--- src/rtl/mdu_pkg.sv ---
// Shared constants for the RV32M multiply/divide sequencer: op encodings,
// FSM states and the iteration count of the bit-serial core.
package mdu_pkg;
   localparam int XLEN       = 32;
   localparam int ITER_COUNT = 32;

   localparam logic [2:0] OP_MUL    = 3'b000;
   localparam logic [2:0] OP_MULH   = 3'b001;
   localparam logic [2:0] OP_MULHSU = 3'b010;
   localparam logic [2:0] OP_MULHU  = 3'b011;
   localparam logic [2:0] OP_DIV    = 3'b100;
   localparam logic [2:0] OP_DIVU   = 3'b101;
   localparam logic [2:0] OP_REM    = 3'b110;
   localparam logic [2:0] OP_REMU   = 3'b111;

   typedef enum logic [1:0] {
      IDLE = 2'd0,
      BUSY = 2'd1,
      DONE = 2'd2
   } state_e;
endpackage

--- src/rtl/mdu_shift_core.sv ---
// One iteration of the bit-serial datapath: shift-add multiply step or
// restoring-divide step on a 64-bit {hi, lo} accumulator.
module mdu_shift_core
   import mdu_pkg::*;
(
   input  logic                div_i,
   input  logic [2*XLEN-1:0]   acc_i,
   input  logic [XLEN-1:0]     m_i,
   output logic [2*XLEN-1:0]   acc_o
);
   logic [XLEN:0] sum;
   logic [XLEN:0] diff;
   logic          qbit;

   // Multiply: lo holds the remaining multiplier bits, consumed from bit 0.
   assign sum  = {1'b0, acc_i[2*XLEN-1:XLEN]} + (acc_i[0] ? {1'b0, m_i} : '0);
   // Divide: the shifted partial remainder is 33 bits wide before the trial subtract.
   assign diff = acc_i[2*XLEN-1:XLEN-1] - {1'b0, m_i};
   assign qbit = ~diff[XLEN];

   always_comb begin
      acc_o = {sum, acc_i[XLEN-1:1]};
      if (div_i) begin
         if (qbit) acc_o = {diff[XLEN-1:0], acc_i[XLEN-2:0], 1'b1};
         else      acc_o = {acc_i[2*XLEN-2:0], 1'b0};
      end
   end
endmodule

--- src/rtl/mdu_sequencer.sv ---
// Bit-serial RV32M multiply/divide unit: stalls the pipeline for 33 cycles
// per op (1 for divide-by-zero / signed overflow) and pulses done with the result.
module mdu_sequencer #(
   parameter int XLEN = 32
) (
   input  logic            clk,
   input  logic            rst,
   input  logic            valid_in,
   input  logic [2:0]      op,
   input  logic [XLEN-1:0] rs1_val,
   input  logic [XLEN-1:0] rs2_val,
   input  logic            flush,
   output logic            stall,
   output logic            done,
   output logic [XLEN-1:0] result
);
   import mdu_pkg::*;

   state_e            state_q, state_d;
   logic [4:0]        cnt_q, cnt_d;
   logic [2:0]        op_q, op_d;
   logic [XLEN-1:0]   opnd_q, opnd_d, result_q, result_d;
   logic [2*XLEN-1:0] acc_q, acc_d, acc_step, prod;
   logic              neg_q, neg_d, rneg_q, rneg_d;
   logic              stall_c, done_c;

   logic              is_div, sgn_a, sgn_b, a_neg, b_neg, div_zero, ovf;
   logic [XLEN-1:0]   a_mag, b_mag, special, quo, rem, fin;

   assign is_div   = op[2];
   assign sgn_a    = (op == OP_MUL) || (op == OP_MULH) || (op == OP_MULHSU) ||
                     (op == OP_DIV) || (op == OP_REM);
   assign sgn_b    = (op == OP_MUL) || (op == OP_MULH) || (op == OP_DIV) || (op == OP_REM);
   assign a_neg    = sgn_a & rs1_val[XLEN-1];
   assign b_neg    = sgn_b & rs2_val[XLEN-1];
   assign a_mag    = a_neg ? -rs1_val : rs1_val;
   assign b_mag    = b_neg ? -rs2_val : rs2_val;
   assign div_zero = is_div && (rs2_val == '0);
   assign ovf      = ((op == OP_DIV) || (op == OP_REM)) &&
                     (rs1_val == {1'b1, {(XLEN-1){1'b0}}}) && (rs2_val == '1);
   // op[1] separates REM/REMU from DIV/DIVU.
   assign special  = div_zero ? (op[1] ? rs1_val : '1)
                              : (op[1] ? '0 : {1'b1, {(XLEN-1){1'b0}}});

   mdu_shift_core u_core (
      .div_i (op_q[2]),
      .acc_i (acc_q),
      .m_i   (opnd_q),
      .acc_o (acc_step)
   );

   assign prod = neg_q  ? -acc_step : acc_step;
   assign quo  = neg_q  ? -acc_step[XLEN-1:0] : acc_step[XLEN-1:0];
   assign rem  = rneg_q ? -acc_step[2*XLEN-1:XLEN] : acc_step[2*XLEN-1:XLEN];

   always_comb begin
      fin = quo;
      case (op_q)
         OP_MUL:                        fin = prod[XLEN-1:0];
         OP_MULH, OP_MULHSU, OP_MULHU:  fin = prod[2*XLEN-1:XLEN];
         OP_REM, OP_REMU:               fin = rem;
         default:                       fin = quo;
      endcase
   end

   always_comb begin
      state_d  = state_q;
      cnt_d    = cnt_q;
      op_d     = op_q;
      opnd_d   = opnd_q;
      acc_d    = acc_q;
      neg_d    = neg_q;
      rneg_d   = rneg_q;
      result_d = result_q;
      stall_c  = 1'b0;
      done_c   = 1'b0;
      case (state_q)
         IDLE: if (valid_in) begin
            stall_c = 1'b1;
            op_d    = op;
            neg_d   = a_neg ^ b_neg;
            rneg_d  = a_neg;
            cnt_d   = '0;
            if (div_zero || ovf) begin
               result_d = special;
               state_d  = DONE;
            end else begin
               acc_d   = {{XLEN{1'b0}}, is_div ? a_mag : b_mag};
               opnd_d  = is_div ? b_mag : a_mag;
               state_d = BUSY;
            end
         end
         BUSY: begin
            stall_c = 1'b1;
            acc_d   = acc_step;
            cnt_d   = cnt_q + 5'd1;
            if (cnt_q == 5'(ITER_COUNT-1)) begin
               result_d = fin;
               state_d  = DONE;
            end
         end
         DONE: begin
            done_c  = 1'b1;
            state_d = IDLE;
         end
         default: state_d = IDLE;
      endcase
      if (flush) begin
         state_d  = IDLE;
         cnt_d    = '0;
         result_d = result_q;
         stall_c  = 1'b0;
         done_c   = 1'b0;
      end
   end

   always_ff @(posedge clk or negedge rst) begin
      if (!rst) begin
         state_q  <= IDLE;
         cnt_q    <= '0;
         op_q     <= '0;
         opnd_q   <= '0;
         acc_q    <= '0;
         neg_q    <= 1'b0;
         rneg_q   <= 1'b0;
         result_q <= '0;
      end else begin
         state_q  <= state_d;
         cnt_q    <= cnt_d;
         op_q     <= op_d;
         opnd_q   <= opnd_d;
         acc_q    <= acc_d;
         neg_q    <= neg_d;
         rneg_q   <= rneg_d;
         result_q <= result_d;
      end
   end

   // Reset must drop stall at once, even if EX still presents a request.
   assign stall  = rst & stall_c;
   assign done   = rst & done_c;
   assign result = result_q;
endmodule

--- config.mk ---
export PLATFORM = sky130hd
export DESIGN_NAME = mdu_sequencer
export DESIGN_NICKNAME = d
export VERILOG_FILES = /design/src/rtl/mdu_pkg.sv /design/src/rtl/mdu_shift_core.sv /design/src/rtl/mdu_sequencer.sv
export SDC_FILE = /design/constraint.sdc
export NUM_CORES = 1
export LEC_CHECK = 0
export CAP_MARGIN = 10
export CORE_ASPECT_RATIO = 1.1
export CORE_MARGIN = 2
export CORE_UTILIZATION = 55
export DETAILED_ROUTE_END_ITERATION = 8
export GPL_TIMING_DRIVEN = 0
export PLACE_DENSITY = 0.82
export SLEW_MARGIN = 20
export SYNTH_ARGS = -nofsm -noshare
export SYNTH_HDL_FRONTEND = slang
export SYNTH_HIERARCHICAL = 1
export SYNTH_SLANG_ARGS = --single-unit
--- constraint.sdc ---
create_clock -name clk -period 5.27 [get_ports clk]
set_input_delay 0.527 -clock clk [delete_from_list [all_inputs] [get_ports clk]]
set_output_delay 0.527 -clock clk [all_outputs]
set_load 0.02 [all_outputs]
* After elaboration in Yosys (flattened, before gate mapping) *
Cells that the tools add are included.
Widths: inputs -> output; s select.

word-level totals
  flip-flop bits (word level) = 140
  bits of input ports = 71
  output and inout bits = 34
  logic and storage cells = 102

operators by class
  add/sub/neg operators = 8
  eq/ne operators = 20
  muxes and demuxes = 34
  bitwise logic cells = 7
  reductions and logical operators = 25

operators by type and width
  operator              count
  $mux 32               13
  $mux 64               5
  $neg 32->32           4
  $pmux 64 s2           1
  $pmux 32 s3           1
  $eq 32x32->1 const B  2
  $neg 64->64           1
  $pmux 32 s2           1
  $add 32x33->33        1
  $sub 33x32->33        1
  $logic_not 32->1      1
  $eq 3x3->1 const B    4
  $mux 5                2
  $pmux 5 s2            1
  $eq 3x2->1 const B    3
  $logic_or 1x1->1      8
  $mux 2                4
  $ne 2x2->1 const B    4
  $eq 3x1->1 const B    2
  $logic_not 3->1       2
  $ne 3x3->1 const B    2
  $reduce_and 2->1      3
  $reduce_and 3->1      2
  $add 5x1->5 const B   1
  16 further kinds      25

* Longest topological paths before layout *
  word-level depth = 11
  depth in mapped cells = 23
  gate-level depth less buffers = 21

* Cells and area by module *
The synthesis kept the hierarchy.

modules (own cells, without submodules)
  module          times used  cells each  area an instance (um^2)  sequential area each (um^2)
  mdu_sequencer   1           1401        11046.8                  3503.4
  mdu_shift_core  1           663         4590.7                   0.0

* Worst setup path before layout *
No wires, ideal clock.

  path type = register -> register
  start point = register acc_q[31]
  end point = register result_q[28], in the netlist result[28]
  setup time = 0.121 ns
  data arrival time = 4.804 ns
  data required time = 5.149 ns
  slack = 0.345 ns
  cell stages (with the launch flop) = 23
  buffers on the path = 1
  period minus slack after synthesis = 4.925 ns
  cells stage by stage = dfrtp_1 inv_1 ha_1 fa_1 nand2b_1 a21oi_1 o21ai_1 o21ai_2 a31oi_4 a21oi_4 xor2_4 mux2i_1 mux2_2 inv_1 ha_1 nor3b_1 and4_1 clkbuf_1 nand3_1 a221o_1 a21oi_1 o221ai_1 a22o_1

on the way
  word-level cells in the longest chain between the ends = 8
  elaborated cells between the ends (all ways) = 12
  those cells by class = 4 x add/sub; 8 x mux

RTL lines
  item                                        line                                      RTL
  from (decl)                                 mdu_sequencer.sv:23                       logic [2*XLEN-1:0] acc_q, acc_d, acc_step, prod;
  from (signal assigned)                      mdu_sequencer.sv:123                      acc_q <= '0;
  from (signal assigned)                      mdu_sequencer.sv:132                      acc_q <= acc_d;
  $sub 33x32->33                              mdu_shift_core.sv:18                      assign diff = acc_i[2*XLEN-1:XLEN-1] - {1'b0, m_i};
  $mux 64 *                                   mdu_shift_core.sv:24                      if (qbit) acc_o = {diff[XLEN-1:0], acc_i[XLEN-2:0], 1'b1};
  $mux 64 *                                   mdu_shift_core.sv:23                      if (div_i) begin
  net acc_step[32]                            mdu_sequencer.sv:23
  $neg 64->64 or $neg 32->32 (tied branches)  mdu_sequencer.sv:52, mdu_sequencer.sv:54
  $mux 64 or $mux 32 (tied branches)          mdu_sequencer.sv:52, mdu_sequencer.sv:54
  $pmux 32 s3 *                               mdu_sequencer.sv:58                       case (op_q)
  $mux 32 *                                   mdu_sequencer.sv:97                       if (cnt_q == 5'(ITER_COUNT-1)) begin
  $pmux 32 s2 *                               mdu_sequencer.sv:77                       case (state_q)
  to (signal assigned)                        mdu_sequencer.sv:135                      result_q <= result_d;
  to (decl)                                   mdu_sequencer.sv:22                       logic [XLEN-1:0] opnd_q, opnd_d, result_q, result_d;

Mark *: on every way through the listed nets, which the timed path passes. The rest lies on a longest branch. The select of a mux whose other input is x is not followed.
A chain may end at the register's enable or synchronous reset.

* Final worst setup path *
  start point = register acc_q[55]
  end point = register result_q[30], in the netlist result[30]

on the way
  word-level cells in the longest chain between the ends = 8
  elaborated cells between the ends (all ways) = 13
  those cells by class = 5 x add/sub; 8 x mux

RTL lines
  item                                        line
  $sub 33x32->33 *                            mdu_shift_core.sv:18
  $mux 64 *                                   mdu_shift_core.sv:24
  $mux 64 *                                   mdu_shift_core.sv:23
  net acc_step[32]                            mdu_sequencer.sv:23
  $neg 64->64 or $neg 32->32 (tied branches)  mdu_sequencer.sv:52, mdu_sequencer.sv:54
  $mux 64 or $mux 32 (tied branches)          mdu_sequencer.sv:52, mdu_sequencer.sv:54
  $pmux 32 s3 *                               mdu_sequencer.sv:58
  $mux 32 *                                   mdu_sequencer.sv:97
  $pmux 32 s2 *                               mdu_sequencer.sv:77

Marks and branches as above.

==> qor.csv <==
metric,value,unit
syn_nets,2208,
Synth cell types,90,
length of the first detailed-routing pass in iterations,8,
worst setup path class,reg2reg,
post-synthesis register bit count,140,
Routed Antenna Nets,0,
path category of the worst min-delay check,in2async,
final worst hold slack,-13.9,ps
cells after synthesis,2064,
clock root buffer,sky130_fd_sc_hd__clkbuf_16,
clock tree from TritonCTS,done,
vias in the first global route,17500,
clock insertion delay at the later pin of the skew report,450,ps
CTS Buffer Depth,2,
Crit. End Element,register,
critical path launch point type,register,
biggest area contributors in the synthesized netlist,"sky130_fd_sc_hd__dfrtp_1, sky130_fd_sc_hd__ha_1, sky130_fd_sc_hd__nand2_1",
clock buffer count from CTS,17,
number of warning messages in the yosys log,6,
Nets,2372,
final HPWL from detailed placement,54600,um
pins over their slew limit,0,
dpl cell area,17100,um2
main flop type after synthesis,sky130_fd_sc_hd__dfrtp_1,
Routed Wire Length,73600,um
share of layout cells above drive strength 1,14.3,%
portion of the clock cycle consumed by the worst path in the final layout,102,%
Worst Tran Pin Value,1230,ps
post-route DRC violation count,0,
Arrival @ worst endpoint,5710,ps
RSZ-0062 raised after global routing,true,
number of rows in the core area,64,
effective utilization at floorplan,56.1,%
Post-Syn Area per Cell,7.58,um2
chip width,165,um
setup TNS,-591,ps
area overhead of the layout relative to synthesis,22.0,%
number of buffer cells added on primary ports,101,
top-area cell type share of the netlist area,22.4,%
"Data required, critical path",5610,ps
summed instance area of the synthesized netlist,15600,um2
Leakage Power,7.58,nW
total core area,27900,um2
Max-Slew Margin vs Limit,17.9,%
share of synthesized flip-flops with an asynchronous set or reset,100,%
Die Area,29800,um2
wire length of the first global-routing pass,107000,um
sequential fraction of the synthesis area,22.4,%
Filler Cells Inserted,2258,
time the final worst path needs with I/O delays and setup,5370,ps
RD Place Congestion,1.08,
slack of the worst reg-to-reg path,-100,ps
maximum number of pins on one net before global-route repair,93,
post-detailed-route wirelength per cell,28.3,um
via count of the routed design,18900,
overall global routing resource usage,47.8,%
status,"complete, but fails checks",
number of synthesized flops with an enable pin,0,
failing checks,"hold timing, setup timing",
vias per cell,7.26,
final design instance area without fill,19100,um2
clock edge transition at the registers on the reported setup and hold paths,80,ps
"Max FO, Critical Path",7,
setup skew after layout,14.4,ps
Top-Level Pins,105,
max-cap violations,0,
Design Power,11.3,mW
count of endpoints failing hold in the final timing report,15,
most common library cells after synthesis,"sky130_fd_sc_hd__nand2_1, sky130_fd_sc_hd__nor2_1, sky130_fd_sc_hd__a21oi_1, sky130_fd_sc_hd__dfrtp_1, sky130_fd_sc_hd__o21ai_0",
peak ir drop on the vdd network,0.475,mV
floorplan die height,181,um
total power per unit cell area,593,nW/um2
number of DRC violations after detailed-routing iteration 0,2811,
CTS H-Tree Depth,4,
total number of clock tree sinks,140,
library cell with the highest instance count after synthesis,sky130_fd_sc_hd__nand2_1,
final setup fails,12,
total inserted antenna cells,0,
final setup slack of the worst path,-104,ps
highest attainable clock frequency,186,MHz
number of antenna violations at the first check in global routing,3,
total grt overflow,0,
post-synth top area cell,sky130_fd_sc_hd__dfrtp_1,
-- power breakdown --
group / total, mW / internal, mW / leakage, nW / switching [mW]
clock: 1.22 / 0.631 / 0.281 / 0.593
combinational: 8.37 / 3.20 / 5.56 / 5.17
sequential: 1.72 / 1.37 / 1.74 / 0.352
-- placed cells by master (no fill, tap or decap), types with 33 or more instances in the layout --
| master | instances |
|---|---|
| sky130_fd_sc_hd__o21ai_0 | 118 |
| sky130_fd_sc_hd__inv_1 | 64 |
| sky130_fd_sc_hd__buf_4 | 49 |
| sky130_fd_sc_hd__ha_1 | 66 |
| sky130_fd_sc_hd__nor2_1 | 167 |
| sky130_fd_sc_hd__nor4_1 | 33 |
| sky130_fd_sc_hd__mux2_2 | 43 |
| sky130_fd_sc_hd__and2_1 | 40 |
| sky130_fd_sc_hd__a21oi_1 | 140 |
| sky130_fd_sc_hd__xor2_1 | 73 |
| sky130_fd_sc_hd__xnor2_1 | 87 |
| sky130_fd_sc_hd__nand3_1 | 39 |
| sky130_fd_sc_hd__nor3_1 | 40 |
| sky130_fd_sc_hd__a31oi_1 | 49 |
| sky130_fd_sc_hd__clkdlybuf4s50_1 | 100 |
| sky130_fd_sc_hd__clkbuf_1 | 94 |
| sky130_fd_sc_hd__dfrtp_1 | 138 |
| sky130_fd_sc_hd__nand2_1 | 208 |
| sky130_fd_sc_hd__a21o_1 | 34 |
| sky130_fd_sc_hd__a22o_1 | 41 |
| sky130_fd_sc_hd__nand4_1 | 33 |
-- kinds of logic after synthesis --
group | after synthesis | share of synthesized area, %
buffers and inverters | 217 | 5.45
and+or+nand+nor | 728 | 23.2
adders and majority gates | 73 | 5.94
muxes | 72 | 4.96
xor gates and xnor gates | 164 | 9.35
DFF | 140 | 22.4
AOI/OAI and AO/OA | 670 | 28.7
-- final cells by class --
type	count	area, um2	area share, %
well taps	363	454	2.38
flip-flops and latches	140	3510	18.4
clock buffers	17	425	2.23
multi-input cells	1707	12100	63.6
inverters	68	255	1.34
clock inverters	15	148	0.774
repair buffers	152	1480	7.74
plain buffers	142	677	3.55
-- through the flow --
step                worst slack [ps]  instances  utilization, %
detailed placement             -1190       2529            61.5
CTS                             1.74       2579            65.9
global placement               -2230       2528            61.4
finish                          -104       2604            68.5
floorplan                        345       2064               -
global route                    -174       2604            68.5
-- metal layers --
layer | routed length [um] | global-route usage [%] | vias up
li1 | - | - | 8009
met3 | 9300 | 15.4 | 416
met4 | 6010 | 29.0 | 4
met2 | 31300 | 71.5 | 1523
met1 | 27000 | 59.6 | 8957
met5 | 24 | 0.505 | -
-- flip-flops by register name, summed over array words and instances (netlist names) --
name,flops
result,32
rneg_q,1
opnd_q,32
acc_q,64
state_q,2
cnt_q,5
op_q,3
neg_q,1
-- timing repair --
item	4_1_cts	5_1_grt
setup buffers	23	25
setup endpoints to repair	31	30
resized for setup	115	127
cloned	0	2
hold buffers	0	0
pin swaps	16	35
-- worst paths after layout --
kind	start	end	cells after the start
worst min-delay path	rst	result[12]	1
worst min register to register	result[12]	result[12]	2
worst max-delay path	acc_q[55]	result[30]	22
worst max register to register	acc_q[55]	result[30]	22
min in group clk	flush	cnt_q[2]	2
max in group asynchronous	rst	acc_q[0]	2
-- worst max-delay path, stage by stage, from the launching register on --
cell	delay (ps)
sky130_fd_sc_hd__dfrtp_1	460
sky130_fd_sc_hd__ha_1	330
sky130_fd_sc_hd__buf_2	170
sky130_fd_sc_hd__a21oi_1	180
sky130_fd_sc_hd__a21oi_1	90
sky130_fd_sc_hd__a2111oi_1	420
sky130_fd_sc_hd__o21ai_1	210
sky130_fd_sc_hd__a31oi_4	240
sky130_fd_sc_hd__a21oi_4	130
sky130_fd_sc_hd__xor2_4	310
sky130_fd_sc_hd__buf_4	190
sky130_fd_sc_hd__mux2i_1	80
sky130_fd_sc_hd__mux2_4	320
sky130_fd_sc_hd__inv_2	110
sky130_fd_sc_hd__ha_4	190
sky130_fd_sc_hd__nor3b_4	230
sky130_fd_sc_hd__buf_4	200
sky130_fd_sc_hd__nand4_1	250
sky130_fd_sc_hd__nor2_2	260
sky130_fd_sc_hd__a211oi_1	100
sky130_fd_sc_hd__a21oi_1	300
sky130_fd_sc_hd__nand4_1	220
sky130_fd_sc_hd__a22o_1	270
(Power assumes the default switching activity.)
